--- src/rtl/serial_frame_tx_fsm_if.sv ---
`default_nettype none
// ============================================================================
// Module   : serial_frame_tx_fsm_if
// Brief    : Word handshake and serial output bundle for serial_frame_tx_fsm.
// Revision : 1.0
// ============================================================================
interface serial_frame_tx_fsm_if #(
  parameter int WIDTH = 8
);
  logic [WIDTH-1:0] tx_data;
  logic             tx_valid;
  logic             tx_ready;
  logic             dout;
  logic             dout_valid;
  logic             busy;
  logic             done;

  modport master (
    output tx_data,
    output tx_valid,
    input  tx_ready,
    input  dout,
    input  dout_valid,
    input  busy,
    input  done
  );

  modport slave (
    input  tx_data,
    input  tx_valid,
    output tx_ready,
    output dout,
    output dout_valid,
    output busy,
    output done
  );
endinterface
`default_nettype wire

--- src/rtl/serial_frame_tx_fsm.sv ---
`default_nettype none
// ============================================================================
// Module   : serial_frame_tx_fsm
// Brief    : Serialises a parallel word as start bit, data LSB first, stop bit.
//            Define SERIAL_FRAME_TX_PARITY_EN to insert an even-parity bit.
// Revision : 1.0
// ============================================================================
module serial_frame_tx_fsm #(
  parameter int WIDTH      = 8,
  parameter int BIT_CYCLES = 1
) (
  input  logic                 clk,
  input  logic                 rst,
  serial_frame_tx_fsm_if.slave tx_if
);

  localparam int c_TMR_W = $clog2(BIT_CYCLES) + 1;
  localparam int c_IDX_W = $clog2(WIDTH) + 1;
  localparam logic [c_TMR_W-1:0] c_TMR_LAST = c_TMR_W'(BIT_CYCLES - 1);
  localparam logic [c_IDX_W-1:0] c_IDX_LAST = c_IDX_W'(WIDTH - 1);
  localparam logic [c_TMR_W-1:0] c_TMR_ONE  = c_TMR_W'(1);
  localparam logic [c_IDX_W-1:0] c_IDX_ONE  = c_IDX_W'(1);

`ifdef SERIAL_FRAME_TX_PARITY_EN
  typedef enum logic [2:0] {
    S_IDLE   = 3'd0,
    S_START  = 3'd1,
    S_DATA   = 3'd2,
    S_PARITY = 3'd3,
    S_STOP   = 3'd4
  } state_t;
`else
  typedef enum logic [1:0] {
    S_IDLE  = 2'd0,
    S_START = 2'd1,
    S_DATA  = 2'd2,
    S_STOP  = 2'd3
  } state_t;
`endif

  state_t             r_state;
  logic [WIDTH-1:0]   r_shift;
  logic [c_TMR_W-1:0] r_timer;
  logic [c_IDX_W-1:0] r_idx;
`ifdef SERIAL_FRAME_TX_PARITY_EN
  logic               r_parity;
`endif

  logic w_bit_last;
  logic w_ready;
  logic w_dout;
  logic w_busy;
  logic w_done;

  assign w_bit_last = (r_timer == c_TMR_LAST);

  always_ff @(posedge clk) begin
    if (rst) begin
      r_state  <= S_IDLE;
      r_shift  <= '0;
      r_timer  <= '0;
      r_idx    <= '0;
`ifdef SERIAL_FRAME_TX_PARITY_EN
      r_parity <= 1'b0;
`endif
    end else begin
      case (r_state)
        S_IDLE: begin
          if (tx_if.tx_valid) begin
            r_shift  <= tx_if.tx_data;
            r_timer  <= '0;
`ifdef SERIAL_FRAME_TX_PARITY_EN
            r_parity <= ^tx_if.tx_data;
`endif
            r_state  <= S_START;
          end
        end
        S_START: begin
          if (w_bit_last) begin
            r_timer <= '0;
            r_idx   <= '0;
            r_state <= S_DATA;
          end else begin
            r_timer <= r_timer + c_TMR_ONE;
          end
        end
        S_DATA: begin
          if (w_bit_last) begin
            r_timer <= '0;
            r_shift <= r_shift >> 1;
            if (r_idx == c_IDX_LAST) begin
              r_idx   <= '0;
`ifdef SERIAL_FRAME_TX_PARITY_EN
              r_state <= S_PARITY;
`else
              r_state <= S_STOP;
`endif
            end else begin
              r_idx <= r_idx + c_IDX_ONE;
            end
          end else begin
            r_timer <= r_timer + c_TMR_ONE;
          end
        end
`ifdef SERIAL_FRAME_TX_PARITY_EN
        S_PARITY: begin
          if (w_bit_last) begin
            r_timer <= '0;
            r_state <= S_STOP;
          end else begin
            r_timer <= r_timer + c_TMR_ONE;
          end
        end
`endif
        S_STOP: begin
          if (w_bit_last) begin
            r_timer <= '0;
            r_state <= S_IDLE;
          end else begin
            r_timer <= r_timer + c_TMR_ONE;
          end
        end
        default: begin
          r_timer <= '0;
          r_state <= S_IDLE;
        end
      endcase
    end
  end

  // Outputs are pure decodes of the registered state and datapath.
  always_comb begin
    w_ready = 1'b0;
    w_dout  = 1'b0;
    w_busy  = 1'b1;
    w_done  = 1'b0;
    case (r_state)
      S_IDLE: begin
        w_ready = 1'b1;
        w_busy  = 1'b0;
      end
      S_START:  w_dout = 1'b1;
      S_DATA:   w_dout = r_shift[0];
`ifdef SERIAL_FRAME_TX_PARITY_EN
      S_PARITY: w_dout = r_parity;
`endif
      S_STOP:   w_done = w_bit_last;
      default:  w_busy = 1'b0;
    endcase
  end

  assign tx_if.tx_ready   = w_ready;
  assign tx_if.dout       = w_dout;
  assign tx_if.dout_valid = w_busy;
  assign tx_if.busy       = w_busy;
  assign tx_if.done       = w_done;

endmodule
`default_nettype wire

--- src/flat_wrapper.sv ---
// flat-port wrapper written by rule: the top's interface ports become plain ports
module serial_frame_tx_fsm_flat 
#(
  parameter int WIDTH      = 8,
  parameter int BIT_CYCLES = 1
)
  (clk, rst, tx_if_tx_data, tx_if_tx_valid, tx_if_tx_ready, tx_if_dout, tx_if_dout_valid, tx_if_busy, tx_if_done);
  serial_frame_tx_fsm_if #(.WIDTH(WIDTH)) tx_if_i ();
  input  logic clk;
  input  logic rst;
  input wire logic [$bits(tx_if_i.tx_data)-1:0] tx_if_tx_data;
  input wire logic [$bits(tx_if_i.tx_valid)-1:0] tx_if_tx_valid;
  output wire logic [$bits(tx_if_i.tx_ready)-1:0] tx_if_tx_ready;
  output wire logic [$bits(tx_if_i.dout)-1:0] tx_if_dout;
  output wire logic [$bits(tx_if_i.dout_valid)-1:0] tx_if_dout_valid;
  output wire logic [$bits(tx_if_i.busy)-1:0] tx_if_busy;
  output wire logic [$bits(tx_if_i.done)-1:0] tx_if_done;
  assign tx_if_i.tx_data = tx_if_tx_data;
  assign tx_if_i.tx_valid = tx_if_tx_valid;
  assign tx_if_tx_ready = tx_if_i.tx_ready;
  assign tx_if_dout = tx_if_i.dout;
  assign tx_if_dout_valid = tx_if_i.dout_valid;
  assign tx_if_busy = tx_if_i.busy;
  assign tx_if_done = tx_if_i.done;
  serial_frame_tx_fsm #(.WIDTH(WIDTH), .BIT_CYCLES(BIT_CYCLES)) u_core (.clk(clk), .rst(rst), .tx_if(tx_if_i));
endmodule
--- config.mk ---
export PLATFORM = sky130hd
export DESIGN_NAME = serial_frame_tx_fsm_flat
export DESIGN_NICKNAME = d
export VERILOG_FILES = /design/src/rtl/serial_frame_tx_fsm_if.sv /design/src/rtl/serial_frame_tx_fsm.sv /design/src/flat_wrapper.sv
export SDC_FILE = /design/constraint.sdc
export NUM_CORES = 1
export LEC_CHECK = 0
export CAP_MARGIN = 15
export CORE_MARGIN = 2
export CORE_UTILIZATION = 48
export DETAILED_ROUTE_END_ITERATION = 10
export PLACE_DENSITY = 0.76
export SYNTH_ARGS = -nofsm -noshare
export SYNTH_HDL_FRONTEND = slang
export SYNTH_SLANG_ARGS = --single-unit
--- constraint.sdc ---
create_clock -name clk -period 2.04 [get_ports clk]
set_input_delay 0.306 -clock clk [delete_from_list [all_inputs] [get_ports clk]]
set_output_delay 0.306 -clock clk [all_outputs]
set_load 0.02 [all_outputs]
==> metrics.cfg <==
[status]
status=finished, final reports clean

[sta]
tns_ns=0
fin_ws_ns=0.140
fmax_mhz=526
slew_violations=0
slew_headroom=0.808
hold_viol=0
min_period_ns=1.90
skew_ns=0.00617
fin_crit_sh=0.931
fin_worst_hold_slack_ns=0.515
tightest_slew_ns=0.286
setup_violations=0
rsz0062_at_grt=no

[routing]
vias_per_cell=5.36
num_vias=574
dr_wl_met2_um=708
wirelength_mm=1.36
drt_iter0_drc=6
drt-wirelength-per-cell_um=12.7
wl_met1_um=581
firstDrtPassIters=4
drc_errors=0
drtAntennaViolNets=0
met3_length_um=58
top_layer_used=met4

[logic_synthesis]
yosys_warnings=0
synth_seq_cells=14
seq_area_frac_synth=0.368
syn_area_um2=762
ys.flop_type=dfxtp_1
avgSynthCellArea_um2=10.0
syn_nets=92
yosysUniqueCellTypes=24
syn_inst=76
synth_edf_count=0
async_flop_share=0

[clock_network]
cts_sinks=14
cts_tree=done
cts.path.max_buffers=2
clk-insertion-delay-late_ns=0.27
hold_buffers=0
postCtsSetupBuffers=0
clkSlewWorstSetupHoldPaths_ns=0.08
cts-root-buf=clkbuf_4
htreeDepth=1
numCtsBuffers=3

[setup_path]
reg2reg_depth=6
criticalPathCategory=reg2out
path_cells=inv_1 -> ha_1 -> clkdlybuf4s50_1
max_stage_delay_ns=0.64
slowest_stage=clkdlybuf4s50_1
cp-end-kind=output port
start_kind=flop
crit_cells=3
cp.buffers_inverters=2
crit_required_ns=1.73
path_max_fanout=4
cpLargestDelayFamily=buffers and inverters
cp.arrival_ns=1.59

[run]
cap_violations=0

[global_routing]
grt_max_degree=16
gr-total-overflow=0
grt.total_usage=0.168
grt_pass1_wl_mm=2.37
antenna_found_initial=0
grt_pass1_vias=593

[worst_hold_path]
hold_path_class=reg2reg
whs_path_depth=2

[pwr]
power_density_nw_per_um2=1420
power.total_mw=1.32
p_leak_nw=0.368
vdd_drop_max_mv=1.13

[placed_design]
port_buffers=15
dp_hpwl_mm=1.03
place_area_um2=908
gp_congestion=0.728
dp.cells=104
pre_cts_ws_ns=0.221

[floorplanning]
initial_core_util=0.512
core_area_um2=1490
io_pins=16
rows=14
die_x_um=43.8
die_area_um2=1920
die_h_um=43.8

[final_layout]
fin_area_um2=927
post-route-util=0.623
n_antenna_cell=0
layout_common_cells=dfxtp_1 (14), clkdlybuf4s50_1 (12), nor2_1 (9), mux2i_1 (9), a211oi_2 (7)
nNetsFinal=109
drive_gt1_frac=0.165
layout_commonest_cell=dfxtp_1
syn_to_final_growth_pct=21.7
finalNonFillerCells=107

-- sequential cells by signal (all words and copies together) (netlist names) --
signal          cells
u_core.r_shift      8
u_core.r_idx        4
u_core.r_state      2
-- power by group --
| part | total, mW | switching (mW) | internal, mW | leakage [nW] |
|---|---|---|---|---|
| sequential | 0.420 | 0.0586 | 0.361 | 0.115 |
| combinational | 0.754 | 0.416 | 0.338 | 0.239 |
| clock | 0.146 | 0.0776 | 0.0683 | 0.0138 |
-- final timing paths --
path / startpoint / endpoint / slack, ns
setup / recovery: u_core.r_state[0]$_SDFFE_PP0P_ / tx_if_tx_ready / 0.14
hold reg to reg: u_core.r_state[1]$_SDFFE_PP0P_ / u_core.r_state[1]$_SDFFE_PP0P_ / 0.51
hold / removal: u_core.r_state[1]$_SDFFE_PP0P_ / u_core.r_state[1]$_SDFFE_PP0P_ / 0.51
setup reg to reg: u_core.r_state[0]$_SDFFE_PP0P_ / u_core.r_shift[7]$_SDFFE_PP0P_ / 0.43
-- worst register-to-register path: stages, from the launching register on --
cell     delay (ns)
dfxtp_1        0.39
inv_1          0.08
ha_1           0.22
buf_4          0.20
mux2_4         0.38
mux2i_1        0.18
nor2_1         0.05
-- routing by layer --
metal / GRT usage / up-vias
met1: 0.182 / 263
li1: - / 297
met2: 0.309 / 12
met3: 0.0375 / 2
met5: 0 / -
met4: 0.0727 / 0
-- cell families after synthesis --
family | synth area share
mux | 0.138
buf+inv | 0.0854
xor+xnor | 0.0230
simple gates | 0.117
compound gates | 0.187
flops | 0.368
fa+ha+maj | 0.0821
-- area by class of cell --
cell class | instances | area, µm²
multi-input combinational | 51 | 417
clock buffer | 3 | 22.5
sequential | 14 | 280
timing repair buffer | 18 | 169
inverter | 5 | 18.8
fill | 121 | 562
tap | 16 | 20.0
-- repair_timing --
action / CTS / global route
setup endpoints to repair: 3 / 0
hold endpoints to repair: 0 / 0
resized for setup: 3 / 0
-- Yosys cell counts (2+ instances only) --
cell type | count | area [µm²]
a211oi_2 | 7 | 87.6
a21oi_1 | 3 | 15.0
nand2_1 | 4 | 15.0
nor2b_1 | 2 | 12.5
buf_4 | 2 | 15.0
dfxtp_1 | 14 | 280
ha_1 | 5 | 62.6
inv_1 | 5 | 18.8
a211oi_1 | 2 | 15.0
mux2i_1 | 9 | 90.1
nor2_1 | 9 | 33.8
buf_6 | 2 | 22.5
No activity file was read; power rests on OpenSTA's default activity.
==> variant 1, RTL diff (config.mk and constraints unchanged) <==
Build with the macro `SERIAL_FRAME_TX_PARITY_EN` defined.
--- a/src/rtl/serial_frame_tx_fsm.sv
+++ b/src/rtl/serial_frame_tx_fsm.sv
@@ -7,2 +7,4 @@
 // ============================================================================
+`define SERIAL_FRAME_TX_PARITY_EN
+
 module serial_frame_tx_fsm #(
Function: no difference found for any inputs over 10 cycles, from zero or initial values and one cycle with rst high; that may be too few to reach the edited logic, so the function may still have changed.
==> variant 1 against the original RTL <==
Sequential cell count grew 2; setup slack got worse by 0.036 ns; cell area up 11%; maximum frequency is 1.9% lower; synthesized area is 11% higher; routed wire length grew 12%; sequential share of layout area is 1.5 points higher; total power down 6.5%; cell count increased by 14%; critical endpoint is now tx_if_done.
==> variant 1: results (changes against the original RTL) <==
[cells_and_area]
top_regs = u_core.r_shift x8, u_core.r_idx x4, u_core.r_state x3  ; was u_core.r_shift x8, u_core.r_idx x4, u_core.r_state x2
fill_cells = 159  ; was 121
clk_share_pct = 3.52  ; was 2.43%
nets = 118  ; was 109
final_layout_size_suffix_gt1_share_pct = 13.3  ; was 16.5%
nNonClkBuffers = 17  ; was 18
final-seq-area_sq_um = 327  ; was 280 sq um
multi_input_gates = 67  ; was 51
n_clock_buffer = 4  ; was 3
multi_input_area_share_pct = 46.1  ; was 44.9%
buffer_area_share_pct = 16.3  ; was 18.2%
final_util_pct = 61.0  ; was 62.3%
inv_count = 1  ; was 5

[clock_network]
clock_latency_ns = 0.29  ; was 0.27 ns
cts_setup_buffers = 0  ; unchanged
cts.sinks = 16  ; was 14
cts-buffers-inserted = 3  ; unchanged

[synthesis]
ys_warn_count = 0  ; unchanged
synthMuxAreaShare_pct = 8.27  ; was 13.8%
syn_inst = 92  ; was 76
synthArstFlopShare_pct = 0  ; unchanged
seq_area_frac_synth_pct = 37.8  ; was 36.8%
synth_commonest_cells = dfxtp_1 (16), nor2_1 (10), a211oi_1 (7), mux2i_1 (7), xnor2_1 (7)  ; was dfxtp_1 (14), mux2i_1 (9), nor2_1 (9)
synth_compound_area_share_pct = 16.4  ; was 18.7%
synthXorXnorAreaFrac_pct = 8.27  ; was 2.30%
ys_top_cells_by_area = dfxtp_1 (38%), mux2i_1 (8.3%), xnor2_1 (7.2%)  ; was dfxtp_1 (37%), mux2i_1 (12%), a211oi_2 (11%)
syn-num-nets = 104  ; was 92
synth_cell_types = 32  ; was 24
synth_fa_ha_area_share_pct = 1.48  ; was 8.21%

[pwr]
p_leak_nw = 0.369  ; was 0.368 nW
p_comb_mw = 0.544  ; was 0.754 mW
p_int_mw = 0.773  ; was 0.768 mW
p_sw_mw = 0.462  ; was 0.552 mW
ir_drop_mv = 0.556  ; was 1.13 mV
power_frac_clock_pct = 17.1  ; was 11.1%

[die]
die-width_microns = 46.0  ; was 43.8 microns

[detailed_routing]
vias_per_cell = 5.53  ; was 5.36
wl_per_cell_microns = 12.5  ; was 12.7 microns
drt_iter0_drc = 16  ; was 6
finalWirelength_microns = 1520  ; was 1360 microns

[sta]
skew_ns = 0.000688  ; was 0.00617 ns
relSlewSlack_pct = 62.7  ; was 80.8%

[outcome]
outcome = finished clean  ; unchanged

[grt]
antenna_found_initial = 0  ; unchanged
grt_pass1_wl_microns = 2530  ; was 2370 microns
grt_max_degree = 17  ; was 16
grt_pass1_vias = 588  ; was 593
track_usage_pct = 17.0  ; was 16.8%

[place]
post-dp-hpwl_microns = 1100  ; was 1030 microns
gp_congestion = 0.760  ; was 0.728
place_ws_ns = 0.215  ; was 0.221 ns
placed_cell_area_sq_um = 978  ; was 908 sq um

[worst_setup_path]
arrival_ns = 1.63  ; was 1.59 ns
slowest_stage = clkdlybuf4s50_1  ; unchanged
cp_slowest_stage_delay_ns = 0.63
path_max_fanout = 11  ; was 4
crit_family = buffers and inverters  ; unchanged

variant 1: cell count changes after synthesis, moves of 4 or more:
cell      delta
a211oi_1     +5
ha_1         -4
inv_1        -4
xnor2_1      +6
a211oi_2     -7
variant 1: metal layers:
layer	vias to the layer above	track usage [%]	routed length (microns)
met1	298	23.1	738
met3	4	3.57	66
met4	0	8.57	29
met2	19	25.0	689
li1	354	-	-
met5	-	0	0
variant 1: final timing paths:
kind / from / end / slack [ns] / depth (start not counted)
hold reg to reg: u_core.r_idx[0] / u_core.r_idx[0] / 0.48 / 2
setup / recovery: u_core.r_state[2] / tx_if_done / 0.10 / 2
hold / removal: u_core.r_idx[0] / u_core.r_idx[0] / 0.48 / 2
setup reg to reg: u_core.r_state[1] / u_core.r_shift[5] / 0.44 / 4
variant 1: worst reg2reg max path: stages (launching register included):
cell,delay [ns]
dfxtp_2,0.46
nor3b_4,0.46
buf_4,0.25
mux2i_1,0.22
a211oi_1,0.09
==> variant 2, RTL diff (config.mk and constraints unchanged) <==
Without the edit above. Make the reset (`rst`) asynchronous in one clocked block.
--- a/src/rtl/serial_frame_tx_fsm.sv
+++ b/src/rtl/serial_frame_tx_fsm.sv
@@ -56,3 +56,3 @@
 
-  always_ff @(posedge clk) begin
+  always_ff @(posedge clk or posedge rst) begin
     if (rst) begin
Formal check against the unedited RTL: differs if rst is asserted again (counterexample within 4 cycles, from zero or initial values and one cycle with rst high); with rst held inactive, the same outputs for 10 cycles.
==> variant 2 against the original RTL <==
Global-route usage up 2.8 points; sequential power up 14%; setup slack better by 0.00062 ns; clock power up 36%; synthesized area up 2.8%; clock skew down 0.0054 ns; cell area up 7.2%; cell count grew 4.7%; sequential cell count is the same; synthesized cell count increased by 1.3%; total power is 18% higher; routed wire length increased by 11%.
==> variant 2: results (changes against the original RTL) <==
[detailed_routing]
finalWirelength_microns = 1510  ; was 1360 microns
drt_iter0_drc = 8  ; was 6
vias = 634  ; was 574
dr.pass1.iters = 4  ; unchanged

[grt]
grt_pass1_vias = 686  ; was 593
grt_pass1_wl_microns = 2860  ; was 2370 microns
antenna_found_initial = 0  ; unchanged
grt_max_degree = 17  ; was 16
track_usage_pct = 19.7  ; was 16.8%

[clock_network]
clock_latency_ns = 0.27  ; about the same
cts_setup_buffers = 0  ; unchanged
cts_max_level = 1  ; unchanged
cts-buffers-inserted = 3  ; unchanged
clk_pin_slew_ns = 0.09
cts-root-buf = clkbuf_4  ; unchanged
cts_buffer_depth = 2  ; unchanged

[sta]
period_share_pct = 93.1  ; about the same
skew_ns = 0.000784  ; was 0.00617 ns
timing.hold.ws_ns = 0.365  ; was 0.515 ns
relSlewSlack_pct = 63.7  ; was 80.8%

[synthesis]
synth_commonest_cells = dfrtp_1 (14), inv_1 (7), nand2b_1 (7)  ; was dfxtp_1 (14), mux2i_1 (9), nor2_1 (9)
seq_area_frac_synth_pct = 44.7  ; was 36.8%
ys_top_cells_by_area = dfrtp_1 (45%), ha_1 (9.6%), o221a_1 (5.8%)  ; was dfxtp_1 (37%), mux2i_1 (12%), a211oi_2 (11%)
syn-num-nets = 94  ; was 92
synthXorXnorAreaFrac_pct = 1.12  ; was 2.30%
synth_compound_area_share_pct = 19.2  ; was 18.7%
synthMuxAreaShare_pct = 3.04  ; was 13.8%
synth_fa_ha_area_share_pct = 9.58  ; was 8.21%
synthArstFlopShare_pct = 100  ; was 0%
synth_cell_types = 26  ; was 24
synthFlopType = dfrtp_1  ; was dfxtp_1
ys_warn_count = 0  ; unchanged

[worst_setup_path]
crit_family = buffers and inverters  ; unchanged
r2r_setup_slack_ns = 0.39  ; was 0.43 ns
endpoint = tx_if_dout  ; was tx_if_tx_ready
r2r_cells = 6  ; unchanged
cp_slowest_stage_delay_ns = 0.42  ; was 0.64 ns
arrival_ns = 1.59  ; about the same
path_max_fanout = 4  ; unchanged
slowest_stage = dfrtp_1  ; was clkdlybuf4s50_1
r2r_end = u_core.r_shift[4]  ; was u_core.r_shift[7]
crit_start = u_core.r_state[0]  ; unchanged

[place]
gp_congestion = 0.765  ; was 0.728
numPortBuffers = 15  ; unchanged
post-dp-hpwl_microns = 1160  ; was 1030 microns

[hold_path]
holdCritPathClass = in -> async  ; was reg -> reg

[pwr]
ir_drop_mv = 0.735  ; was 1.13 mV
p_leak_nw = 0.456  ; was 0.368 nW
p_sw_mw = 0.634  ; was 0.552 mW
p_seq_share_pct = 30.7  ; was 31.8%
comb_power_share_pct = 56.5  ; was 57.1%

[cells_and_area]
final_layout_size_suffix_gt1_share_pct = 8.33  ; was 16.5%
nets = 114  ; was 109
top_regs = u_core.r_shift x8, u_core.r_idx x4, u_core.r_state x2  ; unchanged
antennaDiodeCount = 0  ; unchanged

[outcome]
outcome = finished clean  ; unchanged

[die]
die-width_microns = 44.4  ; was 43.8 microns

[variant 2: stage by stage]
stage | area [sq um] | worst slack (ns) | std cells | total power, mW | utilization, %
CTS | 991 | 0.0647 | 112 | 1.57 | 65.0
global route | 993 | 0.00793 | 112 | 1.70 | 65.2
finish | 993 | 0.141 | 112 | 1.55 | 65.2
global placement | 958 | 0.239 | 108 | 1.36 | 62.9
floorplan | 783 | 0.421 | 77 | 1.11 | -
detailed placement | 958 | 0.159 | 108 | 1.40 | 62.9
[variant 2: layout make-up]
cell class,count,area (sq um)
clock buffers,4,36.3
fillers,140,531
inverters,7,26.3
multi-input cells,53,389
flip-flops and latches,14,350
well taps,16,20.0
repair buffers,18,171
[variant 2: what timing repair did]
action	in CTS	in global routing
setup endpoints to repair	3	1
gates resized for setup	3	1
hold endpoints to repair	0	0
[variant 2: layer usage]
metal,wire [microns],global-route usage (%),part of all wire [%]
met1,690,24.7,46
met2,762,34.1,50
met3,54,2.45,3.6
met4,6,7.88,0.40
met5,0,0,0
